--- src/rtl/bp_core_lce_req_arb.sv ---
// rtl/bp_core_lce_req_arb.sv - N-channel LCE request concentrator with per-channel credits
//
// Buffers request messages from num_lce_p LCEs in small per-channel FIFOs and
// arbitrates them onto a single valid/ready network port through a one-entry
// output register. Each channel carries a credit counter that bounds its
// outstanding (accepted but not yet returned) requests.
//
// Ports:
//   clk_i            clock
//   reset_n_i        asynchronous active-low reset (release expected synchronous)
//   lce_req_i        per-LCE request messages, channel i at [i*msg_width_p +: msg_width_p]
//   lce_req_v_i      per-LCE request valid
//   lce_req_yumi_o   per-LCE accept, combinational
//   credit_return_i  one credit returned to channel i this cycle
//   net_req_o        network request message
//   net_req_src_o    source channel of net_req_o
//   net_req_v_o      network request valid
//   net_req_ready_i  network ready
//   credits_full_o   channel has credits_p requests outstanding
//   credits_empty_o  channel has no requests outstanding
module bp_core_lce_req_arb #(
    parameter int num_lce_p   = 2,
    parameter int msg_width_p = 128,
    parameter int fifo_els_p  = 2,
    parameter int credits_p   = 8,
    parameter int arb_mode_p  = 0
) (
    input  logic                                           clk_i,
    input  logic                                           reset_n_i,
    input  logic [num_lce_p*msg_width_p-1:0]               lce_req_i,
    input  logic [num_lce_p-1:0]                           lce_req_v_i,
    output logic [num_lce_p-1:0]                           lce_req_yumi_o,
    input  logic [num_lce_p-1:0]                           credit_return_i,
    output logic [msg_width_p-1:0]                         net_req_o,
    output logic [((num_lce_p > 1) ? $clog2(num_lce_p) : 1)-1:0] net_req_src_o,
    output logic                                           net_req_v_o,
    input  logic                                           net_req_ready_i,
    output logic [num_lce_p-1:0]                           credits_full_o,
    output logic [num_lce_p-1:0]                           credits_empty_o
);

    localparam int src_w_lp  = (num_lce_p > 1) ? $clog2(num_lce_p) : 1;
    localparam int ptr_w_lp  = (fifo_els_p > 1) ? $clog2(fifo_els_p) : 1;
    localparam int fcnt_w_lp = $clog2(fifo_els_p + 1);
    localparam int ccnt_w_lp = $clog2(credits_p + 1);

    localparam logic [ptr_w_lp-1:0]  ptr_last_lp = ptr_w_lp'(fifo_els_p - 1);
    localparam logic [src_w_lp-1:0]  src_last_lp = src_w_lp'(num_lce_p - 1);
    localparam logic [fcnt_w_lp-1:0] fifo_max_lp = fcnt_w_lp'(fifo_els_p);
    localparam logic [ccnt_w_lp-1:0] cred_max_lp = ccnt_w_lp'(credits_p);

    // Per-channel FIFO storage and bookkeeping
    logic [msg_width_p-1:0] mem    [num_lce_p][fifo_els_p];
    logic [ptr_w_lp-1:0]    wr_ptr [num_lce_p];
    logic [ptr_w_lp-1:0]    rd_ptr [num_lce_p];
    logic [fcnt_w_lp-1:0]   fcnt   [num_lce_p];
    logic [ccnt_w_lp-1:0]   ccnt   [num_lce_p];

    logic [num_lce_p-1:0]   fifo_full;
    logic [num_lce_p-1:0]   fifo_empty;
    logic [num_lce_p-1:0]   yumi;
    logic [num_lce_p-1:0]   pop;
    logic [num_lce_p-1:0]   ret_eff;

    // Output register and arbitration state
    logic                   out_v;
    logic [msg_width_p-1:0] out_data;
    logic [src_w_lp-1:0]    out_src;
    logic [src_w_lp-1:0]    rr_ptr;

    logic                   load;
    logic                   grant_v;
    logic [src_w_lp-1:0]    grant_idx;
    logic [msg_width_p-1:0] head_data;
    int                     search_start;

    always_comb begin
        fifo_full       = '0;
        fifo_empty      = '0;
        yumi            = '0;
        ret_eff         = '0;
        credits_full_o  = '0;
        credits_empty_o = '0;
        for (int i = 0; i < num_lce_p; i++) begin
            fifo_full[i]       = (fcnt[i] == fifo_max_lp);
            fifo_empty[i]      = (fcnt[i] == '0);
            // Gated by reset so the accept drops in the same cycle reset asserts.
            yumi[i]            = reset_n_i & lce_req_v_i[i] & ~fifo_full[i] & (ccnt[i] < cred_max_lp);
            // A return with nothing outstanding is dropped rather than wrapping the counter.
            ret_eff[i]         = credit_return_i[i] & (ccnt[i] != '0);
            credits_full_o[i]  = (ccnt[i] == cred_max_lp);
            credits_empty_o[i] = (ccnt[i] == '0);
        end
    end

    assign lce_req_yumi_o = yumi;

    // Output register can take a new entry when empty or draining this cycle.
    assign load         = ~out_v | net_req_ready_i;
    assign search_start = (arb_mode_p == 1) ? 0 : int'(rr_ptr);

    always_comb begin
        grant_v   = 1'b0;
        grant_idx = '0;
        for (int k = 0; k < num_lce_p; k++) begin
            if (!grant_v && !fifo_empty[(search_start + k) % num_lce_p]) begin
                grant_v   = 1'b1;
                grant_idx = src_w_lp'((search_start + k) % num_lce_p);
            end
        end
    end

    always_comb begin
        pop = '0;
        for (int i = 0; i < num_lce_p; i++) begin
            pop[i] = load & grant_v & (grant_idx == src_w_lp'(i));
        end
    end

    assign head_data = mem[grant_idx][rd_ptr[grant_idx]];

    always_ff @(posedge clk_i) begin
        for (int i = 0; i < num_lce_p; i++) begin
            if (yumi[i]) begin
                mem[i][wr_ptr[i]] <= lce_req_i[i*msg_width_p +: msg_width_p];
            end
        end
    end

    always_ff @(posedge clk_i or negedge reset_n_i) begin
        if (!reset_n_i) begin
            for (int i = 0; i < num_lce_p; i++) begin
                wr_ptr[i] <= '0;
                rd_ptr[i] <= '0;
                fcnt[i]   <= '0;
                ccnt[i]   <= '0;
            end
        end else begin
            for (int i = 0; i < num_lce_p; i++) begin
                if (yumi[i]) begin
                    wr_ptr[i] <= (wr_ptr[i] == ptr_last_lp) ? '0 : wr_ptr[i] + ptr_w_lp'(1);
                end
                if (pop[i]) begin
                    rd_ptr[i] <= (rd_ptr[i] == ptr_last_lp) ? '0 : rd_ptr[i] + ptr_w_lp'(1);
                end
                case ({yumi[i], pop[i]})
                    2'b10:   fcnt[i] <= fcnt[i] + fcnt_w_lp'(1);
                    2'b01:   fcnt[i] <= fcnt[i] - fcnt_w_lp'(1);
                    default: fcnt[i] <= fcnt[i];
                endcase
                case ({yumi[i], ret_eff[i]})
                    2'b10:   ccnt[i] <= ccnt[i] + ccnt_w_lp'(1);
                    2'b01:   ccnt[i] <= ccnt[i] - ccnt_w_lp'(1);
                    default: ccnt[i] <= ccnt[i];
                endcase
            end
        end
    end

    always_ff @(posedge clk_i or negedge reset_n_i) begin
        if (!reset_n_i) begin
            out_v    <= 1'b0;
            out_data <= '0;
            out_src  <= '0;
            rr_ptr   <= '0;
        end else if (load) begin
            if (grant_v) begin
                out_v    <= 1'b1;
                out_data <= head_data;
                out_src  <= grant_idx;
                if (arb_mode_p == 0) begin
                    rr_ptr <= (grant_idx == src_last_lp) ? '0 : grant_idx + src_w_lp'(1);
                end
            end else begin
                out_v <= 1'b0;
            end
        end
    end

    assign net_req_v_o   = out_v;
    assign net_req_o     = out_data;
    assign net_req_src_o = out_src;

    for (genvar g = 0; g < num_lce_p; g++) begin : g_credit_chk
        always @(posedge clk_i) begin
            if (reset_n_i && credit_return_i[g]) begin
                assert (ccnt[g] != '0);
            end
        end
    end

endmodule

--- config.mk ---
export PLATFORM = sky130hd
export DESIGN_NAME = bp_core_lce_req_arb
export DESIGN_NICKNAME = d
export VERILOG_FILES = /design/src/rtl/bp_core_lce_req_arb.sv
export SDC_FILE = /design/constraint.sdc
export NUM_CORES = 1
export LEC_CHECK = 0
export CORE_MARGIN = 10
export CORE_UTILIZATION = 45
export DETAILED_ROUTE_END_ITERATION = 8
export MAX_ROUTING_LAYER = met4
export PLACE_DENSITY_LB_ADDON = 0.2
export SYNTH_ARGS = -nofsm -noshare
export SYNTH_HDL_FRONTEND = slang
export SYNTH_SLANG_ARGS = --single-unit
export TNS_END_PERCENT = 20
--- constraint.sdc ---
create_clock -name clk_i -period 9.55 [get_ports clk_i]
set_input_delay 1.91 -clock clk_i [delete_from_list [all_inputs] [get_ports clk_i]]
set_output_delay 1.91 -clock clk_i [all_outputs]
set_load 0.01 [all_outputs]
==> summary.md, run 1 <==
| Metric | Value |
|---|---|
| Run status | `finished clean` |
| Die ar. | `65990 um2` |
| Max-Cap Viols | `0` |
| Remaining global-route overflow | `0` |
| Yosys top cell area share | `60.89%` |
| Post-CTS Hold Buffers | `0` |
| Initial antenna violation count | `11` |
| Starting density of the core | `45.65%` |
| Hold Violations, Final | `0` |
| Mapped cell area | `25250 um2` |
| Worst slew margin | `26.58%` |
| Vias | `15136` |
| Gr usage total | `19.73%` |
| Final Skew | `0.01590 ns` |
| Post-synth EDFFs | `512` |
| Crit path to | `lce_req_yumi_o[0]` |
| Vias in the first global route | `15447` |
| Met1 Usage GRT | `23.87%` |
| CP Class | `input pin to primary output` |
| Slew @ Worst Pin | `1.101 ns` |
| CTS resizes | `0` |
| Post-route ant nets | `0` |
| Post-Synthesis Cells | `1638` |
| Setup WS post-layout | `4.201 ns` |
| Area Growth Syn to Fin | `26.59%` |
| H-tree depth | `3` |
| GPL Wtd Cong | `0.7814` |
| Sink Count | `659` |
| Main synth FF type | `edfxtp_1` |
| Die height | `256.9 um` |
| Drt total wl | `64680 um` |
| Synth Warn # | `0` |
| Post-CTS setup buffers | `0` |
| Unrepaired setup endpoints after global routing | `false` |
| Share of layout cells above drive strength 1 | `6.168%` |
| Most area-consuming cells after synthesis | `edfxtp_1 61%, dfrtp_1 15%, a211oi_1 7.6%` |
| Final setup violation count | `0` |
| CORE AREA | `55310 um2` |
| Post-route cell area | `31960 um2` |
| Maximum root-to-sink buffer count | `3` |
| FP Rows | `86` |
| Clk_lat worst skew | `0.59 ns` |
| Dpl hpwl | `41180 um` |
| IO Port Bufs | `398` |
| Clock-pin slew on the worst setup and hold paths | `0.06 ns` |
| Worst Setup SP | `lce_req_v_i[0]` |
| Crit path max fanout | `4` |
| Fin crit period | `5.349 ns` |
| Met3 Usage GRT | `3.866%` |
| Worst Reg-to-Reg Cells | `7` |
| Area leader, netlist | `edfxtp_1` |
| Worst Setup Start Kind | `input pin` |
| WP data required | `7.64 ns` |
| Root Driver | `clkbuf_16` |
| Largest net degree at the start of global routing | `98` |
| Syn nets | `1908` |
| Total CTS buffers | `68` |
| R2R Path Start | `fcnt[0]$_DFFE_PN0P_` |
| Die width | `256.9 um` |
| Post-synthesis async set-or-reset flop share | `22.31%` |
| Residual DRC | `0` |
| Syn Area/Cell | `15.42 um2` |
| Vias per Instance | `5.371` |
| DP Area | `29820 um2` |
| DRT iter0 DRCs | `974` |
| Pre-CTS setup slack | `4.202 ns` |
| Worst Hold Class | `flip-flop to flip-flop` |
| # IOs | `399` |
| Fin Setup TNS | `0 ns` |
| Cell variety after synth | `42` |
| Worst Path Arrival | `3.44 ns` |
| Final period util | `56.01%` |
| WL per Instance | `22.95 um` |
| DRT Pass-1 Iters | `4` |
| Setup crit end kind | `primary output` |
| FF-to-FF End | `fcnt[1]$_DFFE_PN0P_` |
| First-pass GRT wire length | `96280 um` |
| GRT Max-Usage Layer | `met2` |
| Fmax | `186.9 MHz` |
| M2 GR Usage | `32.43%` |
| Leak Pwr | `10.71 nW` |
| # nets final | `2276` |
| Sequential share of the synthesized area | `75.46%` |
| Reg2Reg Setup Slack | `6.09 ns` |
| Pwr Density | `300.2 nW/um2` |
| Yosys reg bits | `659` |
| CTS tree | `built` |
| Final slew viol count | `0` |
| Worst VDD drop | `0.1730 mV` |
==> cells by family after synthesis <==
| family | share of synthesized area, % |
|---|---|
| fa+ha+maj | 0.3766 |
| mux | 0.2428 |
| buf+inv | 2.230 |
| xor+xnor | 0.5203 |
| simple gates | 9.088 |
| flops | 75.46 |
| compound gates | 12.09 |
==> synth_stat cells (3+ instances only) <==
library cell,n
a21oi_1,3
inv_1,8
buf_4,3
buf_2,60
mux2i_1,5
and2_1,4
edfxtp_1,512
a211oi_1,256
nand2_1,132
nand3b_1,3
dfrtp_1,147
nor2_1,8
xor2_1,6
a21o_1,3
clkbuf_1,53
ha_1,6
xnor2_1,9
nand2b_1,3
buf_1,3
o31ai_1,128
nor2b_1,259
==> critical path: stages <==
cell and delay (ns):
clkdlybuf4s50_1 0.48, and3b_1 0.18, nand2b_1 0.15, inv_1 0.15, clkdlybuf4s50_1 0.56
==> state kept, by name (all words and copies together) (netlist names) <==
name / count
ccnt: 8
net_req_src_o: 1
wr_ptr: 2
rd_ptr: 2
net_req_v_o: 1
mem: 512
rr_ptr: 1
net_req_o: 128
fcnt: 4
==> cells in the final DEF, fill, tap and decap left out, types with 3 or more instances in the layout <==
cell type,synthesis,final
edfxtp_1,512,512
clkdlybuf4s50_1,0,397
nor2b_1,259,259
a211oi_1,256,256
dfrtp_1,147,145
nand2_1,132,131
o31ai_1,128,128
clkbuf_16,0,69
clkbuf_1,53,25
buf_4,3,19
diode_2,0,11
xnor2_1,9,9
inv_1,8,8
clkinv_2,0,7
nor2_1,8,6
xor2_1,6,6
ha_1,6,6
clkinv_1,0,6
mux2i_1,5,5
clkbuf_8,0,5
nand2b_1,3,3
and2_4,0,3
nand3b_1,3,3
a21o_1,3,3
a21oi_1,3,3
clkinvlp_4,0,3
bufinv_16,0,3
inv_6,0,3
==> metal layers <==
layer / vias to the layer above / wire [um]
met5: - / 0
met1: 7579 / 26500
li1: 7022 / -
met2: 435 / 32910
met3: 100 / 3512
met4: 0 / 1751
==> worst min-delay path by stage <==
stage | startpoint | end | cells after the start | slack, ns
global placement | net_req_o[49]$_DFFE_PN0N_ | net_req_o[49]$_DFFE_PN0N_ | 2 | 0.46
floorplan | wr_ptr[0]$_DFFE_PN0P_ | wr_ptr[0]$_DFFE_PN0P_ | 1 | 0.46
global route | net_req_o[61]$_DFFE_PN0N_ | net_req_o[61]$_DFFE_PN0N_ | 2 | 0.50
detailed placement | net_req_o[21]$_DFFE_PN0N_ | net_req_o[21]$_DFFE_PN0N_ | 2 | 0.47
finish | net_req_o[56]$_DFFE_PN0N_ | net_req_o[56]$_DFFE_PN0N_ | 2 | 0.47
CTS | net_req_o[21]$_DFFE_PN0N_ | net_req_o[21]$_DFFE_PN0N_ | 2 | 0.48
==> cell type report <==
cell class                      instances  area [um2]
Inverter                                8       30.03
Fill cell                            4335       23340
Tap cell                              748       935.9
Multi-Input combinational cell        852        5664
Clock inverter                         24       229.0
Sequential cell                       659       19060
Antenna cell                           11       27.53
Clock buffer                           99        1889
Timing Repair Buffer                  417        4128
==> power by group <==
part	leakage, nW	switching [W]	total (W)	internal (W)
sequential	6.41	0.000409	0.00407	0.00366
combinational	3.28	0.00173	0.00300	0.00127
clock	1.02	0.00106	0.00253	0.00146
total	10.7	0.00320	0.00960	0.00639
==> stage by stage <==
stage	instances	hold WS, ns	utilization, %	total power (W)
finish	2818	0.4729	57.79	0.009596
global route	2818	0.5028	57.79	0.01011
CTS	2807	0.4794	57.74	0.009723
detailed placement	2684	0.4671	53.91	0.007188
global placement	2684	0.4598	53.91	0.007094
floorplan	1638	0.4603	-	0.005839
No activity file was read; power rests on OpenSTA's default activity.
==> inputs of run 2 (changes only) <==
Clock period 9.55 ns to 4.3 ns, I/O delays scaled along.
==> run 2 against run 1 <==
Compared with the run above: cell count is 0.50% higher; critical path type unchanged; clock power is 140% higher; register-to-register slack worse by 4.4 ns; critical endpoint unchanged; sequential share of layout area is 0.87 points lower; utilization is 0.86 points higher; setup slack worse by 3.2 ns; first-iteration DRC count is 2.6% higher; via count is 0.22% higher; total power is 130% higher; non-clock buffer count is 6 higher; design area is 1.5% higher; die area stayed put.
==> summary.md, run 2 (synthesis gave the netlist of run 1 again) <==
| Metric | Value |
|---|---|
| Run status | `finished clean (unchanged)` |
| Design Power | `0.02203 W (was 0.009596 W)` |
| Unrepaired setup endpoints after global routing | `false (unchanged)` |
| CTS resizes | `0 (unchanged)` |
| Setup crit end kind | `primary output (unchanged)` |
| Slowest CP cell | `clkdlybuf4s50_1 (unchanged)` |
| DRT iter0 DRCs | `999 (was 974)` |
| Worst Path Arrival | `2.41 ns (was 3.44 ns)` |
| Commonest cells after routing, fill and taps aside | `512 x edfxtp_1, 397 x clkdlybuf4s50_1, 259 x nor2b_1 (unchanged)` |
| GPL Wtd Cong | `0.8092 (was 0.7814)` |
| H-tree depth | `3 (unchanged)` |
| Commonest non-fill, non-tap cell in the layout | `edfxtp_1 (unchanged)` |
| WP data required | `3.44 ns (was 7.64 ns)` |
| Worst VDD drop | `0.4568 mV (was 0.1730 mV)` |
| Area Growth Syn to Fin | `28.46% (was 26.59%)` |
| First-pass GRT wire length | `97600 um (was 96280 um)` |
| Final slew viol count | `0 (unchanged)` |
| Total CTS buffers | `70 (was 68)` |
| Critical path buffers and inverters | `3 (unchanged)` |
| Sink Count | `659 (unchanged)` |
| Final setup violation count | `0 (unchanged)` |
| Die ar. | `65990 um2 (unchanged)` |
| WL per Instance | `22.85 um (was 22.95 um)` |
| Dpl hpwl | `40620 um (was 41180 um)` |
| Clock network fraction of total power | `28.0% (was 26.3%)` |
| CORE AREA | `55310 um2 (unchanged)` |
| Gr usage total | `19.93% (was 19.73%)` |
| Vias per Instance | `5.356 (was 5.371)` |
| Internal power | `0.01477 W (was 0.006394 W)` |
| Leak Pwr | `10.93 nW (was 10.71 nW)` |
| Psw | `0.007253 W (was 0.003202 W)` |
| Max-Cap Viols | `0 (unchanged)` |
| Post-CTS Hold Buffers | `0 (unchanged)` |
| Die width | `256.9 um (unchanged)` |
| DRT Pass-1 Iters | `5 (was 4)` |
| Maximum root-to-sink buffer count | `3 (unchanged)` |
| # nets final | `2284 (was 2276)` |
| # IOs | `399 (unchanged)` |
| Fmax | `306.0 MHz` |
| Switching Fraction | `32.93% (was 33.37%)` |
| Largest net degree at the start of global routing | `147 (was 98)` |
| Reg2Reg Setup Slack | `1.67 ns (was 6.09 ns)` |
| FP Rows | `86 (unchanged)` |
| Worst Setup Start Kind | `input pin (unchanged)` |
| Root Driver | `clkbuf_16 (unchanged)` |
| Hold Violations, Final | `0 (unchanged)` |
| Crit path top cell by count | `clkdlybuf4s50_1 (unchanged)` |
| Starting density of the core | `45.65% (unchanged)` |
| Top delay family on crit path | `buffers and inverters (unchanged)` |
| Final Skew | `0.02192 ns (was 0.01590 ns)` |
| Post-CTS setup buffers | `0 (unchanged)` |
| Comb pwr share | `31.0% (was 31.3%)` |
| Clk_lat worst skew | `0.61 ns (was 0.59 ns)` |
| Fin Setup TNS | `0 ns (unchanged)` |
| Initial antenna violation count | `12 (was 11)` |
| Clock-pin slew on the worst setup and hold paths | `0.06 ns (about the same)` |
| Critical path cell sequence | `clkdlybuf4s50_1 > and3b_1 > nand2b_1 > inv_1 > clkdlybuf4s50_1 (unchanged)` |
| Worst Hold Class | `input pin to async pin (was flip-flop to flip-flop)` |
| Share of layout cells above drive strength 1 | `7.239% (was 6.168%)` |
| Crit path max fanout | `4 (unchanged)` |
| Largest register FFs | `512 (unchanged)` |
| CP Class | `input pin to primary output (unchanged)` |
| Flop pwr share | `41.1% (was 42.4%)` |
| Remaining global-route overflow | `0 (unchanged)` |
| Die height | `256.9 um (unchanged)` |
| Worst hold margin | `0.1442 ns (was 0.4729 ns)` |
| IO Port Bufs | `398 (unchanged)` |
| Fin crit period | `3.268 ns` |
| Drt total wl | `64730 um (was 64680 um)` |
| Slew @ Worst Pin | `1.150 ns (was 1.101 ns)` |
| Pwr Density | `679.0 nW/um2 (was 300.2 nW/um2)` |
| Residual DRC | `0 (unchanged)` |
| Vias | `15169 (was 15136)` |
| Worst slew margin | `23.33% (was 26.58%)` |
| Final period util | `75.99%` |
| CP peak stage delay | `0.58 ns (was 0.56 ns)` |
| Vias in the first global route | `15559 (was 15447)` |
| Post-route ant nets | `0 (unchanged)` |
| CTS tree | `built (unchanged)` |
==> run 2: cell count changes in the layout (fill, tap and decap cells not counted) <==
cell / previous run / this run
buf_4: 19 / 12
clkinv_1: 6 / 4
diode_2: 11 / 12
clkinv_4: 0 / 1
clkinv_2: 7 / 13
clkinv_8: 2 / 3
buf_12: 0 / 13
clkinvlp_4: 3 / 2
clkbuf_8: 5 / 7
clkbuf_16: 69 / 70
inv_16: 0 / 1
clkbuf_1: 25 / 17
bufinv_16: 3 / 9
==> run 2: per-stage QoR <==
step	instances	util (%)	area [um2]	setup slack, ns
after floorplan	1638	-	25260	-0.6577
after global placement	2690	54.29	30030	1.033
after detailed placement	2690	54.29	30030	1.017
after CTS	2820	58.59	32410	1.033
after global routing	2832	58.65	32440	0.9635
final	2832	58.65	32440	1.032
==> run 2: final cells by class <==
cell class	instances	area, um2
diodes	12	30.03
clock buffers	94	1912
clock inverters	36	469.2
fillers	4410	22870
inverters	8	30.03
multi-input cells	852	5664
flip-flops and latches	659	19060
well taps	748	935.9
repair buffers	423	4335
==> run 2: path summary, 6_finish.rpt <==
path                                                start                        end  cells past startpoint
worst max-delay path                       lce_req_v_i[0]          lce_req_yumi_o[0]                      5
worst min-delay path                            reset_n_i  net_req_o[98]$_DFFE_PN0N_                      1
worst max register to register        fcnt[3]$_DFFE_PN0P_        ccnt[6]$_DFFE_PN0P_                      8
worst min register to register  net_req_o[74]$_DFFE_PN0N_  net_req_o[74]$_DFFE_PN0N_                      2
max in group asynchronous                       reset_n_i  net_req_o[22]$_DFFE_PN0N_                      2
min in group clk_i              net_req_o[74]$_DFFE_PN0N_  net_req_o[74]$_DFFE_PN0N_                      2
==> run 2: per-layer routing <==
| metal | GRT usage (%) | vias to the layer above | wire [um] |
|---|---|---|---|
| li1 | - | 7024 | - |
| met1 | 24.58 | 7637 | 27100 |
| met2 | 32.68 | 422 | 32860 |
| met5 | - | - | 0 |
| met4 | 6.820 | 0 | 1557 |
| met3 | 3.768 | 86 | 3208 |
==> run 2: power groups by stage <==
stage                     logic [W]  registers, W  clock network [W]
after floorplan             0.00393       0.00901                  0
after global placement      0.00680       0.00914                  0
after detailed placement    0.00695       0.00917                  0
after CTS                   0.00696       0.00906            0.00629
after global routing        0.00748       0.00918            0.00657
final                       0.00682       0.00905            0.00616
